--- src/rtl/fifo_pkg.sv ---
// ============================================================================
// fifo_pkg : shared constants and helpers for the async_fifo1 family
// Revision : 1.0
// ============================================================================
`default_nettype none

package fifo_pkg;

  localparam int DSIZE_DEFAULT = 8;
  localparam int ASIZE_DEFAULT = 6;

  // Pointer type for the default geometry; modules re-derive theirs from ASIZE.
  localparam int PTR_W_DEFAULT = ASIZE_DEFAULT + 1;
  typedef logic [PTR_W_DEFAULT-1:0] ptr_default_t;

  function automatic int depth_of(input int asize);
    return 1 << asize;
  endfunction

endpackage

`default_nettype wire

--- src/rtl/fifo_mem.sv ---
// ============================================================================
// fifo_mem : 2**ASIZE x DSIZE register array, synchronous write, async read
// Revision : 1.0
// ============================================================================
`default_nettype none

module fifo_mem
  import fifo_pkg::*;
#(
  parameter int DSIZE = DSIZE_DEFAULT,
  parameter int ASIZE = ASIZE_DEFAULT
) (
  input  logic             clk,
  input  logic             wen,
  input  logic [ASIZE-1:0] waddr,
  input  logic [DSIZE-1:0] wdata,
  input  logic [ASIZE-1:0] raddr,
  output logic [DSIZE-1:0] rdata
);

  localparam int DEPTH = depth_of(ASIZE);

  // Storage is deliberately not reset; pointer reset alone empties the FIFO.
  logic [DSIZE-1:0] mem_q [DEPTH];

  always_ff @(posedge clk) begin
    if (wen) begin
      mem_q[waddr] <= wdata;
    end
  end

  assign rdata = mem_q[raddr];

endmodule

`default_nettype wire

--- src/rtl/async_fifo1.sv ---
// ============================================================================
// async_fifo1 : single-clock first-word-fall-through FIFO, wrap-bit pointers
// Revision : 1.0
// ============================================================================
`default_nettype none

module async_fifo1
  import fifo_pkg::*;
#(
  parameter int DSIZE = DSIZE_DEFAULT,
  parameter int ASIZE = ASIZE_DEFAULT
) (
  input  logic             clk,
  input  logic             rst,
  input  logic             winc,
  input  logic [DSIZE-1:0] wdata,
  output logic             wfull,
  input  logic             rinc,
  output logic [DSIZE-1:0] rdata,
  output logic             rempty
);

  localparam int PTR_W = ASIZE + 1;
  typedef logic [PTR_W-1:0] ptr_t;

  ptr_t wptr_q, wptr_d;
  ptr_t rptr_q, rptr_d;

  logic             push;
  logic             pop;
  logic [DSIZE-1:0] mem_rdata;

  // Same low bits: MSB equal means empty, MSB different means full.
  assign rempty = (wptr_q == rptr_q);
  assign wfull  = (wptr_q[ASIZE-1:0] == rptr_q[ASIZE-1:0]) &&
                  (wptr_q[ASIZE] != rptr_q[ASIZE]);

  assign push = winc && !wfull;
  assign pop  = rinc && !rempty;

  always_comb begin
    wptr_d = wptr_q;
    rptr_d = rptr_q;
    if (push) begin
      wptr_d = wptr_q + ptr_t'(1);
    end
    if (pop) begin
      rptr_d = rptr_q + ptr_t'(1);
    end
  end

  always_ff @(posedge clk) begin
    if (rst) begin
      wptr_q <= '0;
      rptr_q <= '0;
    end else begin
      wptr_q <= wptr_d;
      rptr_q <= rptr_d;
    end
  end

  fifo_mem #(
    .DSIZE (DSIZE),
    .ASIZE (ASIZE)
  ) u_mem (
    .clk   (clk),
    .wen   (push && !rst),
    .waddr (wptr_q[ASIZE-1:0]),
    .wdata (wdata),
    .raddr (rptr_q[ASIZE-1:0]),
    .rdata (mem_rdata)
  );

  assign rdata = rempty ? '0 : mem_rdata;

endmodule

`default_nettype wire

--- config.mk ---
export PLATFORM = sky130hd
export DESIGN_NAME = async_fifo1
export DESIGN_NICKNAME = d
export VERILOG_FILES = /design/src/rtl/fifo_pkg.sv /design/src/rtl/fifo_mem.sv /design/src/rtl/async_fifo1.sv
export SDC_FILE = /design/constraint.sdc
export NUM_CORES = 1
export LEC_CHECK = 0
export CORE_MARGIN = 2
export CORE_UTILIZATION = 56
export CTS_CLUSTER_SIZE = 40
export DETAILED_ROUTE_END_ITERATION = 8
export PLACE_DENSITY = 0.75
export SLEW_MARGIN = 25
export SYNTH_ARGS = -nofsm -noshare
export SYNTH_HDL_FRONTEND = slang
export SYNTH_SLANG_ARGS = --single-unit
--- constraint.sdc ---
create_clock -name clk -period 2.3 [get_ports clk]
set_input_delay 0.23 -clock clk [delete_from_list [all_inputs] [get_ports clk]]
set_output_delay 0.23 -clock clk [all_outputs]
set_load 0.01 [all_outputs]
**Yosys cells after proc, flatten, opt, wreduce, memory -nomap -nowiden**

Memories as Yosys holds them, arrays and structs flattened. A register that Yosys moved wholly into a read port is not among the register bits.
Cells that the tools add are included.

- Word-level logic and storage cells: 20
- Register bits: 14
- Memory bits (writable): 512
- Memories kept: 1
- Output and inout bits: 10
- Bits of input ports: 12

- Add/subtract/negate cells: 2
- Multiplexer cells: 5
- Reductions and logical operators: 7
- Eq/ne operators: 3

Memories:

| name | depth | bits a word | rd ports | clocked after Yosys merged registers in | wr ports | line | source |
|---|---|---|---|---|---|---|---|
| u_mem.mem_q | 64 | 8 | 1 | 1 | 1 | fifo_mem.sv:24 | `logic [DSIZE-1:0] mem_q [DEPTH];` |

Operators by type and width:

| cell | number |
|---|---|
| adder 7 x 1 -> 7 bit (second input constant) | 2 |
| two-way mux 6 bit | 2 |
| two-way mux 8 bit | 1 |
| equality test 7 bit | 1 |
| equality test 6 bit | 1 |
| logical AND 1 bit | 4 |
| zero test 1 bit | 3 |
| two-way mux 1 bit | 2 |
| inequality test 1 bit | 1 |

**Logic depth before layout (Yosys ltp)**

Gate-level depths: netlist of the first run.

- Word-level depth: 7
- Mapped depth: 8
- Mapped depth without buffers: 5

**Modules after synthesis**

A second synthesis of the first run with hierarchy kept.

- Cell total of the unflattened synthesis: 1024
- Area, all modules: 20806.2 sq um

By module, submodules not included:

| module | instances | cells an instance | area each (sq um) |
|---|---|---|---|
| fifo_mem | 1 | 932 | 20006.7 |
| async_fifo1 | 1 | 92 | 799.5 |

**Worst setup path before layout of the first run**

No wires, ideal clock.

- Kind: register -> output
- Start point: reg with a tool-made name
- End point: out rdata[0]
- Setup slack: -0.106 ns
- Arrival: 2.176 ns
- Cell stages (with the launch flop): 9
- Buffers on the path: 3
- Cells stage by stage: dfxtp_1 -> clkbuf_1 -> buf_6 -> clkbuf_1 -> mux4_2 -> mux4_2 -> mux2i_1 -> nor2_1 -> a211o_1

RTL lines:

| element | line | source |
|---|---|---|
| to (decl) | async_fifo1.sv:19 | `output logic [DSIZE-1:0] rdata,` |

==> results of run 1 <==
-- where the power goes --
part / switching (mW) / internal, mW
sequential: 0.0334 / 10.6
clock: 3.49 / 4.60
combinational: 1.20 / 1.33
total: 4.73 / 16.6
-- sequential cells by signal, indices dropped and copies added, names as in the netlist, named ones only --
| name | count |
|---|---|
| wptr_q | 7 |
| rptr_q | 7 |
| u_mem.mem_q | 512 |
-- cells in the final DEF (no fill, tap or decap), drive strengths merged, types with 3 or more instances in the layout --
cell type	netlist	layout
nand3	4	4
mux2i	19	19
edfxtp	512	512
nor2	92	92
clkdlybuf4s50	0	3
nor2b	9	9
xnor2	8	8
xor2	8	8
nand3b	4	4
inv	1	4
clkbuf	23	69
o211ai	4	4
a211o	8	8
nand2	5	5
nand4	3	3
nand4b	4	4
clkinv	2	19
a211oi	7	7
a2111oi	7	7
mux4	151	151
dfxtp	20	20
o21ai	4	4
bufinv	0	4
o2111ai	3	3
buf	29	181
-- final cells by class --
| class | count | area [µm²] |
|---|---|---|
| timing repair buffer | 186 | 1680 |
| clock buffer | 68 | 1350 |
| sequential | 532 | 15800 |
| clock inverter | 25 | 253 |
| inverter | 3 | 12.5 |
| tap | 468 | 586 |
| multi-input combinational | 362 | 4800 |
| fill | 2192 | 12100 |
-- per-layer routing --
metal	GRT usage, %	up-vias	wire length [µm]
met2	43.3	576	23900
li1	-	4343	-
met4	10.9	2	1950
met1	33.7	5407	17500
met3	3.88	108	3790
met5	0	-	13
-- timing repair --
| action | 4_1_cts | 5_1_grt |
|---|---|---|
| pin swaps | 5 | 7 |
| endpoints found under the setup margin | 75 | 114 |
| hold buffers | 0 | 0 |
| gates resized for setup | 66 | 18 |
| cloned | 1 | 0 |
| setup buffers | 11 | 1 |
-- cells by family after synthesis --
kind of cell               Yosys count  synth area share [%]
DFF                                532                  76.0
muxes                              171                  17.4
and+or+nand+nor                    133                  2.91
buffers and inverters               55                  1.37
AOI/OAI and AO/OA                   40                  1.52
xor gates and xnor gates            16                 0.675
adders and majority gates            2                 0.121
-- worst max path at each step --
stage / startpoint / end / slack, ns / cells after the start
floorplan: wptr_q[1] / u_mem.mem_q[57][0] / 0.006 / 7
global placement: register / rdata[1] / -0.84 / 7
detailed placement: register / rdata[5] / -0.84 / 7
CTS: register / rdata[5] / -1.11 / 9
global route: register / rdata[5] / -1.11 / 9
finish: register / rdata[5] / -1.04 / 9
-- metrics by stage --
step | cells | hold slack, ns | cell area [µm²]
6_report | 1644 | 0.0121 | 24500
5_1_grt | 1644 | 0.00700 | 24500
4_1_cts | 1644 | 0.00799 | 24400
3_5_place_dp | 1539 | 0.525 | 22600
3_3_place_gp | 1539 | 0.522 | 22600
2_1_floorplan | 949 | 0.329 | 20800
==> metrics.md, run 1 <==
| Metric | Value |
|---|---|
| Outcome | `complete, but fails checks` |
| Failing checks | `negative setup slack` |
| Nets@finish | `around 1200` |
| CP bufs+invs | `4` |
| Post-synth cell types | `43` |
| Final WS setup | `-1.04 ns` |
| Most frequent cell after synthesis | `edfxtp_1` |
| Setup TNS | `-8.05 ns` |
| DR WL/cell | `28.7 µm` |
| Worst-margin pin slew | `0.804 ns` |
| Layout cells sized above 1 | `between 30 and 40%` |
| Min Tclk post-route | `about 3.3 ns` |
| Setup crit end kind | `output pin` |
| Number of global-route vias before repair | `around 11000` |
| Drt drc | `0` |
| Reg-to-reg critical path endpoint | `u_mem.mem_q[32][7]` |
| Synth top area cells | `edfxtp_1 (74%), mux4_2 (16%), dfxtp_1 (1.9%), nor2_1 (1.7%), mux2i_1 (0.92%)` |
| Max FO, Critical Path | `6` |
| Hold WC Path Type | `primary input to register` |
| Leading post-synthesis cells by instance count | `edfxtp_1 (512), mux4_2 (151), nor2_1 (92)` |
| Post-synth EDFFs | `roughly 500` |
| PD cells | `871 nW/µm²` |
| Dpl hpwl | `between 20 and 30 mm` |
| Layout area overhead | `17.9%` |
| Initial antenna violation count | `1` |
| Ant diodes | `0` |
| First-pass GRT wire length | `approximately 70 mm` |
| TritonRoute pass-1 iters | `5` |
| Leak | `around 8 nW` |
| Seq cells post-synth | `between 500 and 600` |
| Clock Skews | `0.0107 ns` |
| Worst-case reg-to-reg path depth | `9` |
| Total wire length | `about 47 mm` |
| CP cell instances | `buf_8, buf_12, buf_12, mux4_2, mux4_2, mux2i_4, nor2_2, a211o_1, buf_2` |
| Cell class contributing the biggest share of worst-path delay | `multiplexers` |
| Largest net degree at the start of global routing | `between 60 and 70` |
| Endpoints failing setup | `8` |
| CP max stage cell | `mux4_2` |
| Die height | `~200 µm` |
| 1st-iter DRT viols | `between 1000 and 1500` |
| Top FF cell, synth | `edfxtp_1` |
| # rows | `70` |
| Worst-case hold path end point | `u_mem.mem_q[34][2]` |
| Total Routing Usage GR | `25.6%` |
| Final core occ | `~67%` |
| Worst EP required | `slightly above 2 ns` |
| Die ar. | `~39000 µm²` |
| Reg-to-Reg Start | `rptr_q[4]` |
| Max-slew violations | `0` |
| Max incr delay on CP | `around 0.5 ns` |
| Synth Net Count | `963` |
| Post-synth ARST share | `0%` |
| H-tree Lvls | `2` |
| Core footprint | `36500 µm²` |
| Total grt overflow | `0` |
| Final hold viol count | `0` |
| PortBufs | `21` |
| DR vias | `approximately 10000` |
| Clk sinks | `approximately 530` |
| Final period utilization | `145%` |
| Gate count of the mapped netlist | `roughly 950` |
| Vias/cell | `about 6.3` |
| # IOs | `22` |
| Mean post-synth cell area | `~22 µm²` |
| Reg clk slew, reported paths | `about 0.060 ns` |
| Mapped Area | `about 21000 µm²` |
| Total CTS buffers | `between 50 and 60` |
| Max cap viols | `0` |
| Flop2flop setup slack | `0.12 ns` |
| Unrepaired setup endpoints after global routing | `yes` |
| Clock latency on the worst-skew pair | `approximately 0.60 ns` |
| Slew margin rel. | `between 40% and 50%` |
| CTS tree | `yes` |
| Hold Crit Depth | `1` |
| Overall Power | `~21 mW` |
| Yosys top cell area share | `~74%` |
| Yosys warns | `0` |
| CP Class | `register to output pin` |
| Final ANT Viol Nets | `0` |
| Peak VDD IR | `between 800 and 900 µV` |
| Fmax | `roughly 0.30 GHz` |
| Sequential area share after synthesis | `around 76%` |
| Root buf cell | `clkbuf_16` |
| Place WS | `-0.838 ns` |
| Startpoint Class | `register` |
| CP arrival | `3.11 ns` |
| Hold wc startpoint | `wdata[2]` |
| Initial Util | `56.8%` |
| Routability Congestion | `0.864` |
| Horiz. Die Dim | `196 µm` |
| Clock Path Buffers | `3` |
| Yosys top cell by area | `edfxtp_1` |
No activity file was read; power rests on OpenSTA's default activity.
==> inputs of run 2 (changes only) <==
--- a/config.mk
+++ b/config.mk
@@ -6,10 +6,11 @@
 export NUM_CORES = 1
 export LEC_CHECK = 0
 export CORE_MARGIN = 2
-export CORE_UTILIZATION = 56
+export CORE_UTILIZATION = 40
+export CTS_CLUSTER_DIAMETER = 120
 export CTS_CLUSTER_SIZE = 40
 export DETAILED_ROUTE_END_ITERATION = 8
-export PLACE_DENSITY = 0.75
+export MAX_ROUTING_LAYER = met4
 export SLEW_MARGIN = 25
 export SYNTH_ARGS = -nofsm -noshare
 export SYNTH_HDL_FRONTEND = slang
==> metrics.md, run 2 (synthesized netlist as in run 1, its figures left out) <==
| Metric | Value |
|---|---|
| Outcome | `complete, but fails checks (unchanged)` |
| Failing checks | `negative setup slack (unchanged)` |
| Nets@finish | `1140 (was 1150)` |
| PortBufs | `21 (unchanged)` |
| Worst EP required | `2.07 ns (about the same)` |
| Slew margin rel. | `58.7% (was 45.0%)` |
| Max-slew violations | `0 (unchanged)` |
| CTS tree | `yes (unchanged)` |
| CP arrival | `3.09 ns (was 3.11 ns)` |
| Fmax | `0.301 GHz (was 0.299 GHz)` |
| Layout cells sized above 1 | `36.6% (was 37.0%)` |
| Largest register FFs | `512 (unchanged)` |
| Reg with most FFs | `u_mem.mem_q (unchanged)` |
| Number of global-route vias before repair | `10100 (was 10900)` |
| DR vias | `9925 (was 10400)` |
| H-tree Lvls | `1 (was 2)` |
| Clk sinks | `532 (unchanged)` |
| Endpoints failing setup | `8 (unchanged)` |
| Hold wc startpoint | `wdata[7] (was wdata[2])` |
| Initial Util | `40.4% (was 56.8%)` |
| PD cells | `719 nW/µm² (was 871 nW/µm²)` |
| 1st-iter DRT viols | `885 (was 1108)` |
| Reg-to-reg critical path endpoint | `u_mem.mem_q[37][4] (was u_mem.mem_q[32][7])` |
| Core footprint | `51300 µm² (was 36500 µm²)` |
| Worst-case reg-to-reg path depth | `10 (was 9)` |
| Hold WC Path Type | `primary input to register (unchanged)` |
| Reg-to-Reg Start | `wptr_q[4] (was rptr_q[4])` |
| First-pass GRT wire length | `68.8 mm (was 70.2 mm)` |
| Initial antenna violation count | `0 (was 1)` |
| Most frequent cells in the layout | `edfxtp_1 (512), mux4_2 (151), buf_4 (97) (was edfxtp_1 (512), mux4_2 (151), buf_4 (135))` |
| Final ANT Viol Nets | `0 (unchanged)` |
| CP max stage cell | `mux4_2 (unchanged)` |
| Most common cell after layout, fill and taps aside | `edfxtp_1 (unchanged)` |
| Setup crit end kind | `output pin (unchanged)` |
| Startpoint Class | `register (unchanged)` |
| Reg clk slew, reported paths | `0.14 ns (was 0.06 ns)` |
| Largest net degree at the start of global routing | `65 (unchanged)` |
| Clock latency on the worst-skew pair | `0.57 ns (was 0.60 ns)` |
| Dpl hpwl | `30.2 mm (was 28.8 mm)` |
| Vias/cell | `5.49 (was 6.35)` |
| Horiz. Die Dim | `232 µm (was 196 µm)` |
| Peak VDD IR | `606 µV (was 898 µV)` |
| Die ar. | `53700 µm² (was 38600 µm²)` |
| Max incr delay on CP | `0.56 ns (was 0.51 ns)` |
| Final hold viol count | `0 (unchanged)` |
| Final period utilization | `144% (was 145%)` |
| Total grt overflow | `0 (unchanged)` |
| Clock Path Buffers | `3 (unchanged)` |
| Cell class contributing the biggest share of worst-path delay | `multiplexers (unchanged)` |
| Routability Congestion | `0.781 (was 0.864)` |
| Layout Cells excl Fill | `1809 (was 1644)` |
| # rows | `83 (was 70)` |
| Unrepaired setup endpoints after global routing | `yes (unchanged)` |
| Total CTS buffers | `17 (was 51)` |
| Total wire length | `46.5 mm (was 47.1 mm)` |
| Clock Skews | `0.0191 ns (was 0.0107 ns)` |
| Dpl cells | `1765 (was 1539)` |
| Hold Crit Depth | `1 (unchanged)` |
| Die height | `232 µm (was 196 µm)` |
| Drt drc | `0 (unchanged)` |
| DR WL/cell | `25.7 µm (was 28.7 µm)` |
| Total Routing Usage GR | `18.1% (was 25.6%)` |
| # IOs | `22 (unchanged)` |
| CP bufs+invs | `4 (unchanged)` |
| Final hold slack | `0.144 ns (was 0.0121 ns)` |
| Min Tclk post-route | `3.32 ns (was 3.34 ns)` |
| Setup TNS | `-7.82 ns (was -8.05 ns)` |
| TritonRoute pass-1 iters | `5 (unchanged)` |
| Final WS setup | `-1.02 ns (was -1.04 ns)` |
| Worst-case hold path end point | `u_mem.mem_q[27][7] (was u_mem.mem_q[34][2])` |
| Worst-margin pin slew | `0.620 ns (was 0.804 ns)` |
| Root buf cell | `clkbuf_16 (unchanged)` |
| CP cell instances | `buf_12, buf_12, buf_6, mux4_2, mux4_2, mux2i_1, nor2_1, a211o_1, buf_2 (was buf_8, buf_12, buf_12, mux4_2, mux4_2, mux2i_4, nor2_2, a211o_1, buf_2)` |
| Leak | `7.44 nW (was 7.77 nW)` |
| Regs by FF count | `u_mem.mem_q: 512 flops, rptr_q: 7 flops, wptr_q: 7 flops (unchanged)` |
| Fillers | `4251 (was 2192)` |
| CP Class | `register to output pin (unchanged)` |
| Max FO, Critical Path | `6 (unchanged)` |
| Max cap viols | `0 (unchanged)` |
| Flop2flop setup slack | `0.10 ns (was 0.12 ns)` |
| Layout area overhead | `16.2% (was 17.9%)` |
[run 2: cell types whose count changed in the layout (fill, tap and decap cells not counted), moves of 7 or more]
cell and change:
buf_6 +49, buf_4 -38, clkbuf_16 -34, clkbuf_1 -16, clkinv_1 -9, buf_12 +7, clkinv_2 -7
[run 2: what timing repair did]
action                                 4_1_cts  5_1_grt
endpoints found under the hold margin        9        0
hold buffers                                 2        0
setup endpoints to repair                   18      514
pin swaps                                   17       12
resized for setup                          140       13
gates cloned                                 2        0
setup buffers                               18        6
[run 2: metrics by stage]
step / cell area [µm²] / power, mW / worst slack (ns) / util (%)
floorplan: 20800 / 12.2 / 0.00611 / -
global placement: 23100 / 13.1 / -0.839 / 45.0
detailed placement: 23100 / 13.1 / -0.843 / 45.0
CTS: 24100 / 17.5 / -1.09 / 47.0
global route: 24100 / 17.9 / -1.11 / 47.0
finish: 24100 / 17.3 / -1.02 / 47.0
[run 2: final cells by class]
class	instances	area, µm²	area share (%)
Sequential cell	532	15800	65.5
Multi-Input combinational cell	362	4820	20.0
Timing Repair Buffer	210	2170	9.00
Tap cell	680	851	3.53
Clock buffer	17	425	1.76
Clock inverter	4	41.3	0.171
Inverter	3	13.8	0.0571
Antenna cell	1	2.50	0.0104
[run 2: worst max path at each step]
stage / depth (start not counted) / start / slack [ns] / endpoint
6_report: 9 / register / -1.02 / rdata[0]
5_1_grt: 9 / register / -1.11 / rdata[0]
4_1_cts: 9 / register / -1.09 / rdata[0]
3_5_place_dp: 7 / register / -0.84 / rdata[1]
3_3_place_gp: 7 / register / -0.84 / rdata[1]
2_1_floorplan: 7 / wptr_q[1] / 0.006 / u_mem.mem_q[57][0]
[run 2: metal layers]
layer / share of wire [%] / up-vias / wire, µm / GRT usage, %
li1: - / 4271 / - / -
met4: 1.3 / 0 / 607 / 2.98
met3: 5.3 / 30 / 2470 / 2.20
met2: 50 / 277 / 23400 / 30.1
met1: 43 / 5347 / 20100 / 24.7
met5: 0 / - / 0 / -
[run 2: power breakdown]
group / internal, mW / total [mW] / switching (mW) / leakage (nW)
clock network: 1.40 / 4.12 / 2.72 / 0.230
registers: 10.6 / 10.7 / 0.0258 / 4.77
logic: 1.38 / 2.57 / 1.19 / 2.44
total: 13.4 / 17.3 / 3.93 / 7.44
==> inputs of run 3 (changes only) <==
--- a/config.mk
+++ b/config.mk
@@ -5,6 +5,7 @@
 export SDC_FILE = /design/constraint.sdc
 export NUM_CORES = 1
 export LEC_CHECK = 0
+export CORE_ASPECT_RATIO = 1.75
 export CORE_MARGIN = 2
 export CORE_UTILIZATION = 40
 export CTS_CLUSTER_DIAMETER = 120
==> metrics.md, run 3 (synthesized netlist as in run 1, its figures left out) <==
| Metric | Value |
|---|---|
| Outcome | `complete, but fails checks (unchanged)` |
| Failing checks | `negative setup slack (unchanged)` |
| Clock Skews | `0.0620 ns (was 0.0191 ns)` |
| Largest register FFs | `512 (unchanged)` |
| Post-route cell area | `24100 µm² (about the same)` |
| Setup crit end kind | `output pin (unchanged)` |
| Routability Congestion | `0.806 (was 0.781)` |
| Max FO, Critical Path | `4 (was 6)` |
| Reg clk slew, reported paths | `0.14 ns (about the same)` |
| Fillers | `4234 (was 4251)` |
| Final hold viol count | `0 (unchanged)` |
| Initial antenna violation count | `2 (was 0)` |
| Layout Cells excl Fill | `1839 (was 1809)` |
| Min Tclk post-route | `3.37 ns (was 3.32 ns)` |
| 1st-iter DRT viols | `1034 (was 885)` |
| CTS tree | `yes (unchanged)` |
| Final WS setup | `-1.07 ns (was -1.02 ns)` |
| CP Class | `register to output pin (unchanged)` |
| # IOs | `22 (unchanged)` |
| Unrepaired setup endpoints after global routing | `yes (unchanged)` |
| Number of global-route vias before repair | `10300 (was 10100)` |
| TritonRoute pass-1 iters | `5 (unchanged)` |
| Flop2flop setup slack | `0.19 ns (was 0.10 ns)` |
| Worst EP required | `2.07 ns (about the same)` |
| Largest net degree at the start of global routing | `65 (unchanged)` |
| Vias/cell | `5.42 (was 5.49)` |
| Most frequent cells in the layout | `edfxtp_1 (512), buf_4 (174), mux4_2 (151) (was edfxtp_1 (512), mux4_2 (151), buf_4 (97))` |
| Final ANT Viol Nets | `0 (unchanged)` |
| H-tree Lvls | `1 (unchanged)` |
| Peak VDD IR | `442 µV (was 606 µV)` |
| PD cells | `735 nW/µm² (was 719 nW/µm²)` |
| Max-slew violations | `0 (unchanged)` |
| Layout cells sized above 1 | `36.4% (was 36.6%)` |
| Most common cell after layout, fill and taps aside | `edfxtp_1 (unchanged)` |
| Hold WC Path Type | `primary input to register (unchanged)` |
| Total wire length | `49.2 mm (was 46.5 mm)` |
| Placed Area | `23000 µm² (was 23100 µm²)` |
| Fmax | `0.297 GHz (was 0.301 GHz)` |
| CP arrival | `3.14 ns (was 3.09 ns)` |
| Root buf cell | `clkbuf_16 (unchanged)` |
| Final core occ | `47.0% (about the same)` |
| Total grt overflow | `0 (unchanged)` |
| Die height | `305 µm (was 232 µm)` |
| Dpl hpwl | `32.7 mm (was 30.2 mm)` |
| Initial Util | `40.4% (about the same)` |
| Clock Path Buffers | `3 (unchanged)` |
| PortBufs | `21 (unchanged)` |
| # rows | `110 (was 83)` |
| Horiz. Die Dim | `176 µm (was 232 µm)` |
| First-pass GRT wire length | `71.4 mm (was 68.8 mm)` |
| Ant diodes | `0 (was 1)` |
| Nets@finish | `1170 (was 1140)` |
| Final hold slack | `0.150 ns (was 0.144 ns)` |
| Worst-margin pin slew | `0.821 ns (was 0.620 ns)` |
| Max cap viols | `0 (unchanged)` |
| Endpoints failing setup | `8 (unchanged)` |
| Clk sinks | `532 (unchanged)` |
| Total Routing Usage GR | `19.2% (was 18.1%)` |
| Clock latency on the worst-skew pair | `0.58 ns (was 0.57 ns)` |
| Regs by FF count | `u_mem.mem_q: 512 flops, rptr_q: 7 flops, wptr_q: 7 flops (unchanged)` |
| Leak | `7.57 nW (was 7.44 nW)` |
| CTS Hold Bufs | `0 (was 2)` |
| DR WL/cell | `26.7 µm (was 25.7 µm)` |
| Register Area | `15800 µm² (about the same)` |
| Slew margin rel. | `45.1% (was 58.7%)` |
| DR vias | `9973 (was 9925)` |
| Total CTS buffers | `17 (unchanged)` |
| Die ar. | `53800 µm² (was 53700 µm²)` |
| Final period utilization | `146% (was 144%)` |
| Layout area overhead | `16.2% (about the same)` |
| Startpoint Class | `register (unchanged)` |
| Dpl cells | `1764 (was 1765)` |
| Multi-input logic area | `4720 µm² (was 4820 µm²)` |
| Core footprint | `51300 µm² (about the same)` |
| Reg with most FFs | `u_mem.mem_q (unchanged)` |
| Drt drc | `0 (unchanged)` |
[run 3: path summary, 6_finish.rpt]
| path | from | end | cells past startpoint |
|---|---|---|---|
| setup / recovery | register | rdata[7] | 10 |
| hold reg to reg | wptr_q[6] | wptr_q[6] | 3 |
| hold / removal | wdata[7] | u_mem.mem_q[3][7] | 2 |
| setup reg to reg | rptr_q[4] | u_mem.mem_q[10][2] | 8 |
[run 3: power by group]
part / internal (mW) / switching, mW / total, mW
clock network: 1.46 / 2.75 / 4.21
registers: 10.6 / 0.0264 / 10.7
logic: 1.55 / 1.29 / 2.84
[run 3: stage by stage]
| step | power [mW] | setup slack (ns) | setup TNS, ns |
|---|---|---|---|
| floorplan | 12.2 | 0.00611 | 0 |
| global placement | 13.2 | -0.730 | -5.34 |
| detailed placement | 13.2 | -0.704 | -5.28 |
| CTS | 17.9 | -1.06 | -8.03 |
| global route | 18.3 | -1.15 | -8.62 |
| finish | 17.7 | -1.07 | -8.06 |
[run 3: repair_timing]
action	4_1_cts	5_1_grt
pin swaps	6	10
setup endpoints to repair	10	138
resized for setup	60	13
buffers inserted	37	12
cloned	4	0
hold endpoints to repair	0	0
[run 3: area by class of cell]
type                            count  share of cell area [%]
Clock buffer                       28                    1.94
Clock inverter                      2                   0.161
Inverter                            3                  0.0519
Multi-Input combinational cell    362                    19.6
Sequential cell                   532                    65.5
Tap cell                          672                    3.49
Timing Repair Buffer              240                    9.28
[run 3: worst max-delay path: stages, from the launching register on]
cell     delay (ns)
dfxtp_4        0.40
buf_12         0.12
buf_8          0.11
buf_4          0.10
buf_6          0.10
mux4_2         0.53
mux4_2         0.53
mux2i_1        0.15
nor2_1         0.08
a211o_1        0.31
buf_6          0.14
[run 3: routing by layer]
layer,GRT usage (%),vias up,part of all wire (%)
met1,21.9,5369,36
met2,35.6,222,57
met3,1.37,45,3.1
li1,-,4337,-
met5,-,-,0
met4,6.11,0,3.2
